===== src/rtl/sha2_pkg.sv =====
// sha2_pkg: shared definitions for the SHA-2 controller byte path.
//   state_e       - digest serializer FSM states
//   DIGEST_W      - digest width in bits
//   ASCII_*       - characters used by the hex / line-ending encoder
//   nibble_to_hex - 4-bit value to lowercase ASCII hex character
package sha2_pkg;

   typedef enum logic [2:0] {
      ST_IDLE      = 3'd0,
      ST_SEND      = 3'd1,
      ST_WAIT_BUSY = 3'd2,
      ST_WAIT_DONE = 3'd3,
      ST_FINISH    = 3'd4
   } state_e;

   localparam int         DIGEST_W   = 256;
   localparam logic [7:0] ASCII_0    = 8'h30;
   localparam logic [7:0] ASCII_A_LC = 8'h61;
   localparam logic [7:0] ASCII_CR   = 8'h0D;
   localparam logic [7:0] ASCII_LF   = 8'h0A;

   // 0..9 -> '0'..'9', 10..15 -> 'a'..'f'
   function automatic logic [7:0] nibble_to_hex(input logic [3:0] nib);
      logic [7:0] v;
      if (nib < 4'd10) begin
         v = ASCII_0 + {4'd0, nib};
      end else begin
         v = ASCII_A_LC + {4'd0, nib - 4'd10};
      end
      return v;
   endfunction

endpackage


===== src/rtl/digest_tx_serializer.sv =====
// digest_tx_serializer: captures a 256-bit digest on start_i and hands it to
// a UART transmitter one byte at a time, MSB byte first, as raw bytes or as
// lowercase ASCII hex, optionally followed by CR LF.
// Parameters: HEX_MODE (1 = 64 hex chars, 0 = 32 raw bytes),
//             APPEND_CRLF (1 = append 0x0D 0x0A).
// Ports:
//   clk, rst_n          clock, asynchronous active-low reset
//   start_i             one-cycle request, accepted only when idle
//   digest_i            digest, bits [255:248] are byte 0
//   is_transmitting_i   UART busy status
//   transmit_o          one-cycle strobe, tx_byte_o valid while high
//   tx_byte_o           byte to send, held until the next strobe
//   busy_o              high from acceptance until the final byte completes
//   done_o              one-cycle pulse after the final byte has left the UART
module digest_tx_serializer
   import sha2_pkg::*;
#(
   parameter int HEX_MODE    = 1,
   parameter int APPEND_CRLF = 1
) (
   input  logic                clk,
   input  logic                rst_n,
   input  logic                start_i,
   input  logic [DIGEST_W-1:0] digest_i,
   input  logic                is_transmitting_i,
   output logic                transmit_o,
   output logic [7:0]          tx_byte_o,
   output logic                busy_o,
   output logic                done_o
);

   localparam int         NUM_DIG   = (HEX_MODE != 0) ? 64 : 32;
   localparam int         NUM_BYTES = NUM_DIG + ((APPEND_CRLF != 0) ? 2 : 0);
   localparam logic [6:0] LAST_IDX  = 7'(NUM_BYTES - 1);
   // index of the first byte after the digest body (the CR, when enabled)
   localparam logic [6:0] DIG_END   = 7'(NUM_DIG);
   localparam logic       HEX       = (HEX_MODE != 0);

   state_e              r_state;
   state_e              w_next_state;
   logic [DIGEST_W-1:0] r_shift;
   logic [DIGEST_W-1:0] w_next_shift;
   logic [6:0]          r_idx;
   logic [6:0]          w_next_idx;
   logic                w_shift_now;
   logic [7:0]          w_enc_byte;
   logic                r_transmit;
   logic [7:0]          r_tx_byte;
   logic                r_busy;
   logic                r_done;

   // Next state, shift register and byte index
   always_comb begin
      w_next_state = r_state;
      w_next_shift = r_shift;
      w_next_idx   = r_idx;
      // a digest byte is fully consumed after every raw byte, or after the
      // low-nibble character in hex mode; CRLF indices never shift
      w_shift_now  = (r_idx < DIG_END) && (!HEX || r_idx[0]);
      case (r_state)
         ST_IDLE: begin
            if (start_i) begin
               w_next_state = ST_SEND;
               w_next_shift = digest_i;
               w_next_idx   = 7'd0;
            end else begin
               w_next_state = ST_IDLE;
            end
         end
         ST_SEND: begin
            w_next_state = ST_WAIT_BUSY;
         end
         ST_WAIT_BUSY: begin
            if (is_transmitting_i) begin
               w_next_state = ST_WAIT_DONE;
            end else begin
               w_next_state = ST_WAIT_BUSY;
            end
         end
         ST_WAIT_DONE: begin
            if (!is_transmitting_i) begin
               if (r_idx == LAST_IDX) begin
                  w_next_state = ST_FINISH;
               end else begin
                  w_next_state = ST_SEND;
                  w_next_idx   = r_idx + 7'd1;
                  if (w_shift_now) begin
                     w_next_shift = {r_shift[DIGEST_W-9:0], 8'h00};
                  end else begin
                     w_next_shift = r_shift;
                  end
               end
            end else begin
               w_next_state = ST_WAIT_DONE;
            end
         end
         ST_FINISH: begin
            w_next_state = ST_IDLE;
         end
         default: begin
            w_next_state = ST_IDLE;
         end
      endcase
   end

   // Byte for the upcoming SEND, taken from the post-update shift/index
   always_comb begin
      w_enc_byte = 8'h00;
      if (w_next_idx == DIG_END) begin
         w_enc_byte = ASCII_CR;
      end else if (w_next_idx > DIG_END) begin
         w_enc_byte = ASCII_LF;
      end else if (HEX) begin
         if (w_next_idx[0]) begin
            w_enc_byte = nibble_to_hex(w_next_shift[DIGEST_W-5 -: 4]);
         end else begin
            w_enc_byte = nibble_to_hex(w_next_shift[DIGEST_W-1 -: 4]);
         end
      end else begin
         w_enc_byte = w_next_shift[DIGEST_W-1 -: 8];
      end
   end

   // State, datapath and registered outputs decoded from the next state
   always_ff @(posedge clk or negedge rst_n) begin
      if (!rst_n) begin
         r_state    <= ST_IDLE;
         r_shift    <= '0;
         r_idx      <= 7'd0;
         r_transmit <= 1'b0;
         r_tx_byte  <= 8'h00;
         r_busy     <= 1'b0;
         r_done     <= 1'b0;
      end else begin
         r_state    <= w_next_state;
         r_shift    <= w_next_shift;
         r_idx      <= w_next_idx;
         r_transmit <= (w_next_state == ST_SEND);
         r_busy     <= (w_next_state == ST_SEND) || (w_next_state == ST_WAIT_BUSY) ||
                       (w_next_state == ST_WAIT_DONE);
         r_done     <= (w_next_state == ST_FINISH);
         if (w_next_state == ST_SEND) begin
            r_tx_byte <= w_enc_byte;
         end else begin
            r_tx_byte <= r_tx_byte;
         end
      end
   end

   assign transmit_o = r_transmit;
   assign tx_byte_o  = r_tx_byte;
   assign busy_o     = r_busy;
   assign done_o     = r_done;

endmodule


===== config.mk =====
export PLATFORM = sky130hd
export DESIGN_NAME = digest_tx_serializer
export DESIGN_NICKNAME = d
export VERILOG_FILES = /design/src/rtl/sha2_pkg.sv /design/src/rtl/digest_tx_serializer.sv
export SDC_FILE = /design/constraint.sdc
export NUM_CORES = 1
export LEC_CHECK = 0
export CAP_MARGIN = 25
export CORE_MARGIN = 4
export CORE_UTILIZATION = 55
export CTS_CLUSTER_DIAMETER = 50
export DETAILED_ROUTE_END_ITERATION = 10
export GPL_ROUTABILITY_DRIVEN = 0
export HOLD_SLACK_MARGIN = 0.1
export PLACE_DENSITY_LB_ADDON = 0.12
export SYNTH_ARGS = -nofsm -noshare
export SYNTH_HDL_FRONTEND = slang
export SYNTH_SLANG_ARGS = --single-unit

===== constraint.sdc =====
create_clock -name clk -period 6.8 [get_ports clk]
set_clock_uncertainty 0.05 [all_clocks]
set_input_delay 1.36 -clock clk [delete_from_list [all_inputs] [get_ports clk]]
set_output_delay 1.36 -clock clk [all_outputs]
set_load 0.01 [all_outputs]

# Word-level counts from Yosys, hierarchy flattened
# Index checks and enable logic that the tools add are counted.
[op_classes]
n_addsub = 7
magnitude_cmp = 4
eq_ne = 13
mux = 19
reduce_logical = 6
[op_table]
columns = ["op", "n"]
rows = [
  ["$mux W256", 4],
  ["$pmux W256 S2", 1],
  ["$mux W8", 5],
  ["$mux W7", 3],
  ["$add A7 B4 Y8 const A", 2],
  ["$add A6 B4 Y7 const A", 2],
  ["$eq A7 B7 Y1 const B", 2],
  ["$pmux W7 S2", 1],
  ["$eq A3 B2 Y1 const B", 4],
  ["$pmux W3 S4", 1],
  ["$lt A4 B4 Y1 const B", 2],
  ["$ne A2 B2 Y1 const B", 4],
  ["$sub A4 B4 Y4 const B", 2],
  ["$add A7 B1 Y7 const B", 1],
  ["$gt A7 B7 Y1 const B", 1],
  ["$lt A7 B7 Y1 const B", 1],
  ["$eq A3 B1 Y1 const B", 2],
  ["$mux W3", 2],
  ["$reduce_and A5 Y1", 1],
  ["$eq A3 B3 Y1 const B", 1],
  ["$logic_not A3 Y1", 1],
  ["$logic_or A1 B1 Y1", 2],
  ["$mux W1", 2],
  ["$reduce_bool A2 Y1", 1],
  ["$logic_and A1 B1 Y1", 1],
]
[word_totals]
regBits = 277
inputBits = 260
output_inout_bits = 11
wordCells = 57

# Logic depth before layout (Yosys ltp)
# Gate-level depths: netlist of the first run.
[depth]
ltp_word = 12
ltp_mapped = 11
ltp_nobuf = 10

# Least setup slack after synthesis of the first run
# No wires, ideal clock.
[synth_timing]
kind = "input to register"
from = "input is_transmitting_i"
to = "register r_tx_byte[2], in the netlist tx_byte_o[2]"
setup_ns = 0.077
t_arrival_ns = 3.391
required_time_ns = 6.673
slack_ns = 3.282
path_stages = 10
path_buffers = 1
path_cell_list = "and4bb_1 -> and3_1 -> buf_2 -> a221o_1 -> inv_1 -> ha_1 -> xor2_1 -> a211o_1 -> a21o_1 -> a21oi_1"
[synth_between]
elab_chain_cells = 8
word_cells_on_any_way = 23
cone_classes = "6 x add/sub; 3 x order compare; 2 x eq/ne; 12 x mux"
[synth_rtl]
columns = ["element", "line_no", "rtl"]
rows = [
  ["start, declared", "digest_tx_serializer.sv:25", "input logic is_transmitting_i,"],
  ["$mux W256 (*)", "digest_tx_serializer.sv:81", "if (!is_transmitting_i) begin"],
  ["$pmux W256 S2 (*)", "digest_tx_serializer.sv:60", "case (r_state)"],
  ["net w_next_shift[253]", "digest_tx_serializer.sv:42", "logic [DIGEST_W-1:0] w_next_shift;"],
  ["$sub A4 B4 Y4", "sha2_pkg.sv:28", "v = ASCII_A_LC + {4'd0, nib - 4'd10};"],
  ["$add A7 B4 Y8", "sha2_pkg.sv:28", ""],
  ["$mux W8 (*)", "sha2_pkg.sv:25", "if (nib < 4'd10) begin"],
  ["$mux W8 (*)", "digest_tx_serializer.sv:114", "if (w_next_idx[0]) begin"],
  ["$mux W8 (*)", "digest_tx_serializer.sv:111", "end else if (w_next_idx > DIG_END) begin"],
  ["$mux W8 (*)", "digest_tx_serializer.sv:109", "if (w_next_idx == DIG_END) begin"],
  ["end signal, assigned", "digest_tx_serializer.sv:143", "r_tx_byte <= w_enc_byte;"],
  ["end signal, assigned", "digest_tx_serializer.sv:145", "r_tx_byte <= r_tx_byte;"],
  ["end, declared", "digest_tx_serializer.sv:48", "logic [7:0] r_tx_byte;"],
]
# Mark *: on every way through the listed nets, which the timed path passes. The rest lies on a longest branch. The select of a mux whose other input is x is not followed.
# A chain may end at the register's enable or synchronous reset.

# Final worst setup path of the first run
[layout_timing]
from = "input start_i"
to = "register r_tx_byte[2], in the netlist tx_byte_o[2]"
[layout_between]
elab_chain_cells = 8
word_cells_on_any_way = 22
cone_classes = "6 x add/sub; 3 x order compare; 2 x eq/ne; 11 x mux"
[layout_rtl]
columns = ["element", "line_no", "rtl"]
rows = [
  ["start, declared", "digest_tx_serializer.sv:23", "input logic start_i,"],
  ["$mux W256 (*)", "digest_tx_serializer.sv:62", "if (start_i) begin"],
  ["$pmux W256 S2 (*)", "digest_tx_serializer.sv:60", ""],
  ["net w_next_shift[254]", "digest_tx_serializer.sv:42", ""],
  ["$sub A4 B4 Y4", "sha2_pkg.sv:28", ""],
  ["$add A7 B4 Y8", "sha2_pkg.sv:28", ""],
  ["$mux W8 (*)", "sha2_pkg.sv:25", ""],
  ["$mux W8 (*)", "digest_tx_serializer.sv:114", ""],
  ["$mux W8 (*)", "digest_tx_serializer.sv:111", ""],
  ["$mux W8 (*)", "digest_tx_serializer.sv:109", ""],
]
# Marks and branches as above.

==> results of run 1 <==
## routing by layer
metal | part of all wire | track usage | routed length [um]
met1 | 0.39 | 0.339 | 12800
met2 | 0.49 | 0.432 | 16000
met3 | 0.088 | 0.0774 | 2890
met4 | 0.035 | 0.0859 | 1160
met5 | 0.0014 | 0 | 47
## through the flow
step                      setup slack (ns)   util
after floorplan                       3.28      -
after global placement                1.77  0.694
after detailed placement              1.84  0.696
after CTS                             2.38  0.742
final                                 2.25  0.744
after global routing                  2.13  0.744
## worst max-delay path by stage
stage                     slack [ns]  depth (start not counted)                       end
after CTS                       2.38                         10  tx_byte_o[2]$_DFFE_PN0P_
after global routing            2.13                         10  tx_byte_o[2]$_DFFE_PN0P_
final                           2.25                         11  tx_byte_o[2]$_DFFE_PN0P_
after floorplan                 3.28                         10  tx_byte_o[2]$_DFFE_PN0P_
after detailed placement        1.84                         10  tx_byte_o[2]$_DFFE_PN0P_
after global placement          1.77                         10  tx_byte_o[2]$_DFFE_PN0P_
## critical path, cell delays in order
cell and delay (ns):
clkdlybuf4s50_1 0.53, nor4b_4 0.37, buf_12 0.55, and2_1 0.26
a221o_1 0.21, inv_1 0.09, ha_1 0.29, xor2_1 0.17
a211o_1 0.29, a21o_1 0.16, a21oi_1 0.11
## logic make-up (layout without fill, tap and decap cells)
group	Yosys count	after routing	synth area share
AND/OR/NAND/NOR	559	559	0.186
AO/OA/AOI/OAI	309	309	0.192
flip-flops	276	276	0.575
buffers and inverters	104	344	0.0361
adder cells (fa/ha/maj)	6	6	0.00624
XOR/XNOR	5	5	0.00364
other	1	3	0.000312
multiplexers	1	1	0.00187
## synth_stat cells (3+ instances only)
cell	count
nor2_1	15
a22o_1	4
a21oi_1	9
a22oi_1	243
a2111oi_0	3
dfrtp_1	276
buf_2	5
buf_6	4
a221o_1	3
o21ai_0	18
o31ai_1	3
and2_1	4
nor2b_1	3
xor2_1	3
inv_1	11
clkbuf_1	73
nand2_1	507
nand3_1	3
nor3_1	6
o21ai_1	3
buf_1	8
ha_1	6
## report_power, final
group	internal [W]	total, W	switching, W
combinational	0.000853	0.00205	0.00120
sequential	0.00238	0.00285	0.000462
clock	0.000921	0.00160	0.000679
## state kept, by name, summed over array words and instances, names as in the netlist
name and flops:
tx_byte_o 7, busy_o 1, r_shift 256, done_o 1
transmit_o 1, r_idx 7, r_state 3
## layout make-up
type	count	area, sq um
Fill cell	1535	5460
Sequential cell	276	6910
Antenna cell	2	5.00
Inverter	12	45.0
Clock inverter	14	131
Tap cell	275	344
Timing Repair Buffer	279	2860
Multi-Input combinational cell	881	4690
Clock buffer	39	846
==> flow_summary.toml, run 1 <==
[drt]
antenna_left = 0
wl_per_cell_um = 18.5
drcViolationCount = 0
vias_per_cell = 5.74
wirelength_um = 32900
drtIter0Drc = 865
drtPass1Iterations = 6
vias = 10213

[placed_design]
port_buffers = 269
numPlacedInstances = 1722
postPlaceCellArea_sq_um = 14800
dp_hpwl_um = 21400

[pwr]
leakage_nw = 7.56
power_w = 0.00650
p_per_area_nw_per_um2 = 410
vdd_drop_max_uv = 266

[synth]
synth_largest_area_cell = "dfrtp_1"
synthTopCellsByArea = "dfrtp_1 (57%), nand2_1 (16%), a22oi_1 (15%)"
synthesis.area_sq_um = 12000
synthCells = 1261
syn_nets = 1527
synth_ff_type = "dfrtp_1"
synth.avg_cell_area_sq_um = 9.53
synth_edf_count = 0
synth.top_cell.area_share = 0.575
synth_cell_types = 60
async_flop_share = 1.00
ys_ff_latch = 276
ys_warn_count = 0
yosysSeqAreaShare = 0.575

[layout]
final_nets = 1747
stdcell_area_sq_um = 15800
final_common_cell = "nand2_1"
area_growth_pct = 31.7
instances_no_fill = 1778
layout_common_cells = "nand2_1 (507), dfrtp_1 (276), clkdlybuf4s50_1 (268)"
drive_gt1_frac = 0.0473

[worst_setup_path]
r2r-end = "tx_byte_o[2]$_DFFE_PN0P_"
path_max_fanout = 259
reg2reg_depth = 10
critPathCaptureType = "flop"
critPathArrivalTime_ns = 4.97
r2r_slack_ns = 2.99
startpoint = "start_i"
r2r-start = "r_state[0]$_DFF_PN0_"
worstPathRequired_ns = 7.22
critPathKind = "in2reg"
start_kind = "input port"

[clock_network]
insertion_delay_ns = 0.54
cts-root-buf = "clkbuf_16"
clock-sinks = 276
cts_hold_buffers = 0
clk_pin_slew_ns = 0.06
h-tree-depth = 1
cts_setup_buffers = 0
clockBufferDepth = 3
cts_resized = 0
cts-buffers-inserted = 31
cts_tree = "done"

[sta]
max_freq_mhz = 220
finalHoldViolCount = 0
tightest_slew_ns = 1.51
slew_headroom = -0.00893
setup_viol = 0
min_period_over_period = 0.669
setup-tns-final_ns = 0
holdWs_ns = 0.422
fin_crit_ns = 4.55
rsz0062_at_grt = "false"
slew_violations = 87

[global_routing]
antenna_found_initial = 6
grt_overflow = 0
grt_max_degree = 260
track_usage = 0.263
grt_pass1_vias = 10240
grt_pass1_wl_um = 52000

[worst_hold_path]
hold_depth = 2
holdPathEnd = "r_shift[113]$_DFFE_PN0P_"
worstHoldPathType = "reg2reg"
worstHoldStart = "r_shift[113]$_DFFE_PN0P_"

[floorplan]
die_w_um = 156
core_sq_um = 21300
fp.dieH_um = 156
io_pins = 271
start_util = 0.565
rows = 53
die_area_sq_um = 24300

[run]
drv_cap = 0

[run_status]
outcome = "finished, violations left"
violations = "max-slew violations"
(Power assumes the default switching activity.)
==> inputs of run 2 (changes only) <==
Settings changed: CORE_UTILIZATION 55 to 46.
Clock period 6.8 ns to 4.1 ns, I/O delays scaled along.
==> flow_summary.toml, run 2 (synthesized netlist as in run 1, its figures left out) <==
[global_routing]
grt_overflow = 0
grt_pass1_vias = 10198
track_usage = 0.226
grt_max_degree = 159
grt_pass1_wl_um = 52800
antenna_found_initial = 6

[layout]
largest_reg_flops = 256
fill_cells = 2146
final_nets = 1762
regMostFlops = "r_shift"
regArea_sq_um = 6910
layout_common_cells = "nand2_1 (507), dfrtp_1 (276), clkdlybuf4s50_1 (268)"
instances_no_fill = 1852
final_common_cell = "nand2_1"
drive_gt1_frac = 0.0592
multi_input_comb_area_sq_um = 4690
area_growth_pct = 34.3

[floorplan]
die_area_sq_um = 28800
die_w_um = 170
fp.dieH_um = 170
rows = 58
io_pins = 271
start_util = 0.472
core_sq_um = 25500

[sta]
fin_crit_ns = 3.23
setup_viol = 0
setup-tns-final_ns = 0
min_period_over_period = 0.788
slew_violations = 0
tightest_slew_ns = 0.894
max_freq_mhz = 309
rsz0062_at_grt = "false"
finalHoldViolCount = 0
slew_headroom = 0.404

[drt]
vias = 10100
drcViolationCount = 0
drtIter0Drc = 1047
drtPass1Iterations = 5
antenna_left = 0
wirelength_um = 33400
vias_per_cell = 5.45
wl_per_cell_um = 18.0

[clock_network]
clk_pin_slew_ns = 0.06
cts_tree = "done"
h-tree-depth = 2
clockBufferDepth = 3
insertion_delay_ns = 0.50
cts-buffers-inserted = 36
clock-sinks = 276
cts_hold_buffers = 0
cts_resized = 0
cts_setup_buffers = 0
cts-root-buf = "clkbuf_16"

[pwr]
p_per_area_nw_per_um2 = 696
leakage_nw = 7.70
vdd_drop_max_uv = 458

[worst_setup_path]
r2r-start = "r_idx[0]$_DFF_PN0_"
critPathArrivalTime_ns = 3.60
crit_slowest_cell = "a2111oi_0"
critPathCaptureType = "flop"
critPathKind = "in2reg"
path_max_fanout = 12
worstPathRequired_ns = 4.46
slowest_delay_ns = 0.54
start_kind = "input port"
path_cells = "clkdlybuf4s50_1, buf_4, or3b_1, a2111oi_0, a221oi_2, buf_4, ha_1, xnor2_1, o211ai_1, a21o_1, a21oi_1"
startpoint = "is_transmitting_i"
cp_common_cell = "buf_4"

[placed_design]
numPlacedInstances = 1788
port_buffers = 269
dp_hpwl_um = 22200

[run_status]
outcome = "completed"

[run]
drv_cap = 0

[worst_hold_path]
worstHoldPathType = "in2async"
[run 2: final cells by class]
class	count	area share
clock inverters	18	0.0139
well taps	330	0.0256
repair buffers	289	0.178
diodes	1	0.000155
clock buffers	45	0.0611
inverters	12	0.00279
multi-input cells	881	0.291
flip-flops and latches	276	0.428
[run 2: worst max-delay path: cells and delay by family]
kind	cells	cell delay (ns)
fa+ha+maj	1	0.30
simple gates	1	0.36
buf+inv	3	0.86
xor+xnor	1	0.18
compound gates	5	1.07
[run 2: path summary, 6_finish.rpt]
kind	end	slack [ns]	cells after the start
worst min-delay path	r_shift[205]$_DFFE_PN0P_	0.26	1
min in group clk	r_shift[144]$_DFFE_PN0P_	0.42	2
worst max-delay path	tx_byte_o[2]$_DFFE_PN0P_	0.87	11
max in group asynchronous	r_shift[221]$_DFFE_PN0P_	2.65	2
worst min register to register	r_shift[144]$_DFFE_PN0P_	0.42	2
worst max register to register	tx_byte_o[1]$_DFFE_PN0P_	1.11	9
[run 2: per-layer routing]
layer	vias to the layer above	global-route usage	part of all wire
met5	-	0	0.0019
met1	4916	0.303	0.42
li1	4852	-	-
met2	272	0.364	0.48
met4	10	0.0546	0.016
met3	50	0.0671	0.079
[run 2: through the flow]
step / instance area (sq um) / setup slack, ns / utilization / total power, W / hold slack [ns]
after global routing: 16100 / 0.653 / 0.634 / 0.0121 / 0.332
after floorplan: 12000 / 1.12 / - / 0.00695 / 0.396
final: 16100 / 0.869 / 0.634 / 0.0112 / 0.260
after global placement: 14900 / 0.462 / 0.586 / 0.00801 / 0.408
after CTS: 16100 / 0.882 / 0.634 / 0.0113 / 0.308
after detailed placement: 14900 / 0.377 / 0.586 / 0.00813 / 0.413
[run 2: power by group]
| group | internal [W] | switching [W] | leakage (nW) | total [W] |
|---|---|---|---|---|
| registers | 0.00396 | 0.000771 | 3.47 | 0.00473 |
| clock network | 0.00197 | 0.00119 | 0.582 | 0.00316 |
| logic | 0.00141 | 0.00195 | 3.64 | 0.00336 |
==> inputs of run 3 (changes only) <==
Settings changed: CORE_UTILIZATION 46 to 51.
Clock period 4.1 ns to 3 ns, I/O delays scaled along.
==> flow_summary.toml, run 3 (synthesized netlist as in run 1, its figures left out) <==
[sta]
setup_viol = 0
slew_violations = 0
slew_headroom = 0.309
tightest_slew_ns = 1.04
setup-tns-final_ns = 0
min_period_over_period = 0.961
holdWs_ns = 0.422
max_freq_mhz = 347
fin_crit_ns = 2.88
finalHoldViolCount = 0

[layout]
drive_gt1_frac = 0.0665
layout_common_cells = "nand2_1 (507), dfrtp_1 (276), clkdlybuf4s50_1 (268)"
regMostFlops = "r_shift"
final_nets = 1778
final_common_cell = "nand2_1"
area_growth_pct = 35.2
multi_input_comb_area_sq_um = 4700
finalCoreUtilization = 0.709
largest_reg_flops = 256
fill_cells = 1821
regArea_sq_um = 6910

[floorplan]
die_area_sq_um = 26100
core_sq_um = 22900
fp.dieH_um = 162
io_pins = 271
start_util = 0.525
die_w_um = 162
rows = 55

[global_routing]
track_usage = 0.246
grt_max_degree = 137
antenna_found_initial = 4
grt_pass1_vias = 10130
grt_pass1_wl_um = 52500
grt_overflow = 0

[clock_network]
h-tree-depth = 2
cts-root-buf = "clkbuf_16"
cts_tree = "done"
clockBufferDepth = 3
clock-sinks = 276
insertion_delay_ns = 0.49
cts-buffers-inserted = 34
cts_setup_buffers = 0
clk_pin_slew_ns = 0.06

[drt]
drcViolationCount = 0
drtIter0Drc = 906
drtPass1Iterations = 5
vias_per_cell = 5.50
wirelength_um = 33100
antenna_left = 0
vias = 10165
wl_per_cell_um = 17.9

[worst_setup_path]
worstPathRequired_ns = 3.37
slowest_delay_ns = 0.69
startpoint = "is_transmitting_i"
r2r-start = "r_idx[6]$_DFF_PN0_"
path_max_fanout = 6
reg2reg_depth = 8
r2r-end = "tx_byte_o[2]$_DFFE_PN0P_"
crit_family = "compound AO/OA/AOI/OAI gates"
path_cells = "clkdlybuf4s50_1, or3b_1, a2111oi_0, a221oi_2, ha_1, xnor2_1, o211ai_1, a21o_1, a21oi_1"
worstSetupPathDepth = 9
critPathKind = "in2reg"
critPathCaptureType = "flop"
crit_end = "tx_byte_o[2]$_DFFE_PN0P_"
crit_slowest_cell = "a2111oi_0"
start_kind = "input port"
path_buf_inv = 1
critPathArrivalTime_ns = 3.25
r2r_slack_ns = 0.20

[placed_design]
port_buffers = 269
dp_hpwl_um = 21900

[pwr]
p_per_area_nw_per_um2 = 946
vdd_drop_max_uv = 593
leakage_nw = 7.78

[worst_hold_path]
worstHoldPathType = "reg2reg"

[run_status]
outcome = "completed"

[run]
drv_cap = 0
==> run 3: cell types whose count changed in the layout (fill, tap and decap cells not counted), sizes merged <==
cell         previous run  this run
clkinvlp                5         1
buf                    21        38
bufinv                  4         3
dlygate4sd3             0         1
clkinv                  7         6
==> run 3: final cells by class <==
cell class,instances,share of cell area
Antenna cell,1,0.000154
Inverter,12,0.00277
Clock buffer,45,0.0607
Sequential cell,276,0.425
Timing Repair Buffer,307,0.189
Multi-Input combinational cell,881,0.289
Clock inverter,12,0.00916
Tap cell,313,0.0241
==> run 3: metrics by stage <==
| step | instance area, sq um | instances | setup slack, ns | power, W |
|---|---|---|---|---|
| finish | 16300 | 1847 | 0.118 | 0.0154 |
| global route | 16300 | 1847 | -0.0738 | 0.0165 |
| CTS | 16200 | 1845 | 0.0835 | 0.0154 |
| detailed placement | 15100 | 1787 | -0.432 | 0.0112 |
| global placement | 15100 | 1787 | -0.240 | 0.0111 |
| floorplan | 12000 | 1261 | 0.242 | 0.00950 |
==> run 3: power breakdown <==
| group | switching [W] | total (W) | internal [W] |
|---|---|---|---|
| clock network | 0.00153 | 0.00410 | 0.00257 |
| registers | 0.00100 | 0.00641 | 0.00541 |
| logic | 0.00277 | 0.00486 | 0.00209 |
==> run 3: what timing repair did <==
item / in CTS / in global routing
hold buffers: 1 / 0
endpoints found under the hold margin: 74 / 0
gates resized for setup: 0 / 2
endpoints found under the setup margin: 0 / 2
==> run 3: routing by layer <==
metal,track usage,vias up,part of all wire
met5,0,-,0.0014
met4,0.0570,6,0.017
met3,0.0743,50,0.077
met2,0.412,282,0.50
met1,0.319,4953,0.41
li1,-,4874,-
==> run 3: worst min path at each step <==
stage                                        start                  endpoint  slack (ns)  depth (start not counted)
after floorplan                              rst_n          busy_o$_DFF_PN0_        0.25                          0
after global placement    r_shift[186]$_DFFE_PN0P_  r_shift[186]$_DFFE_PN0P_        0.41                          2
after detailed placement  r_shift[178]$_DFFE_PN0P_  r_shift[178]$_DFFE_PN0P_        0.41                          2
after CTS                 r_shift[178]$_DFFE_PN0P_  r_shift[178]$_DFFE_PN0P_        0.43                          2
after global routing      r_shift[186]$_DFFE_PN0P_  r_shift[186]$_DFFE_PN0P_        0.44                          2
final                     r_shift[153]$_DFFE_PN0P_  r_shift[153]$_DFFE_PN0P_        0.42                          2
==> run 3: worst register-to-register path: stages (launching register included) <==
cell and delay (ns):
dfrtp_1 0.46, or3b_1 0.44, a2111oi_0 0.69, a221oi_2 0.17, ha_1 0.34, xnor2_1 0.16
o211ai_1 0.10, a21o_1 0.20, a21oi_1 0.12
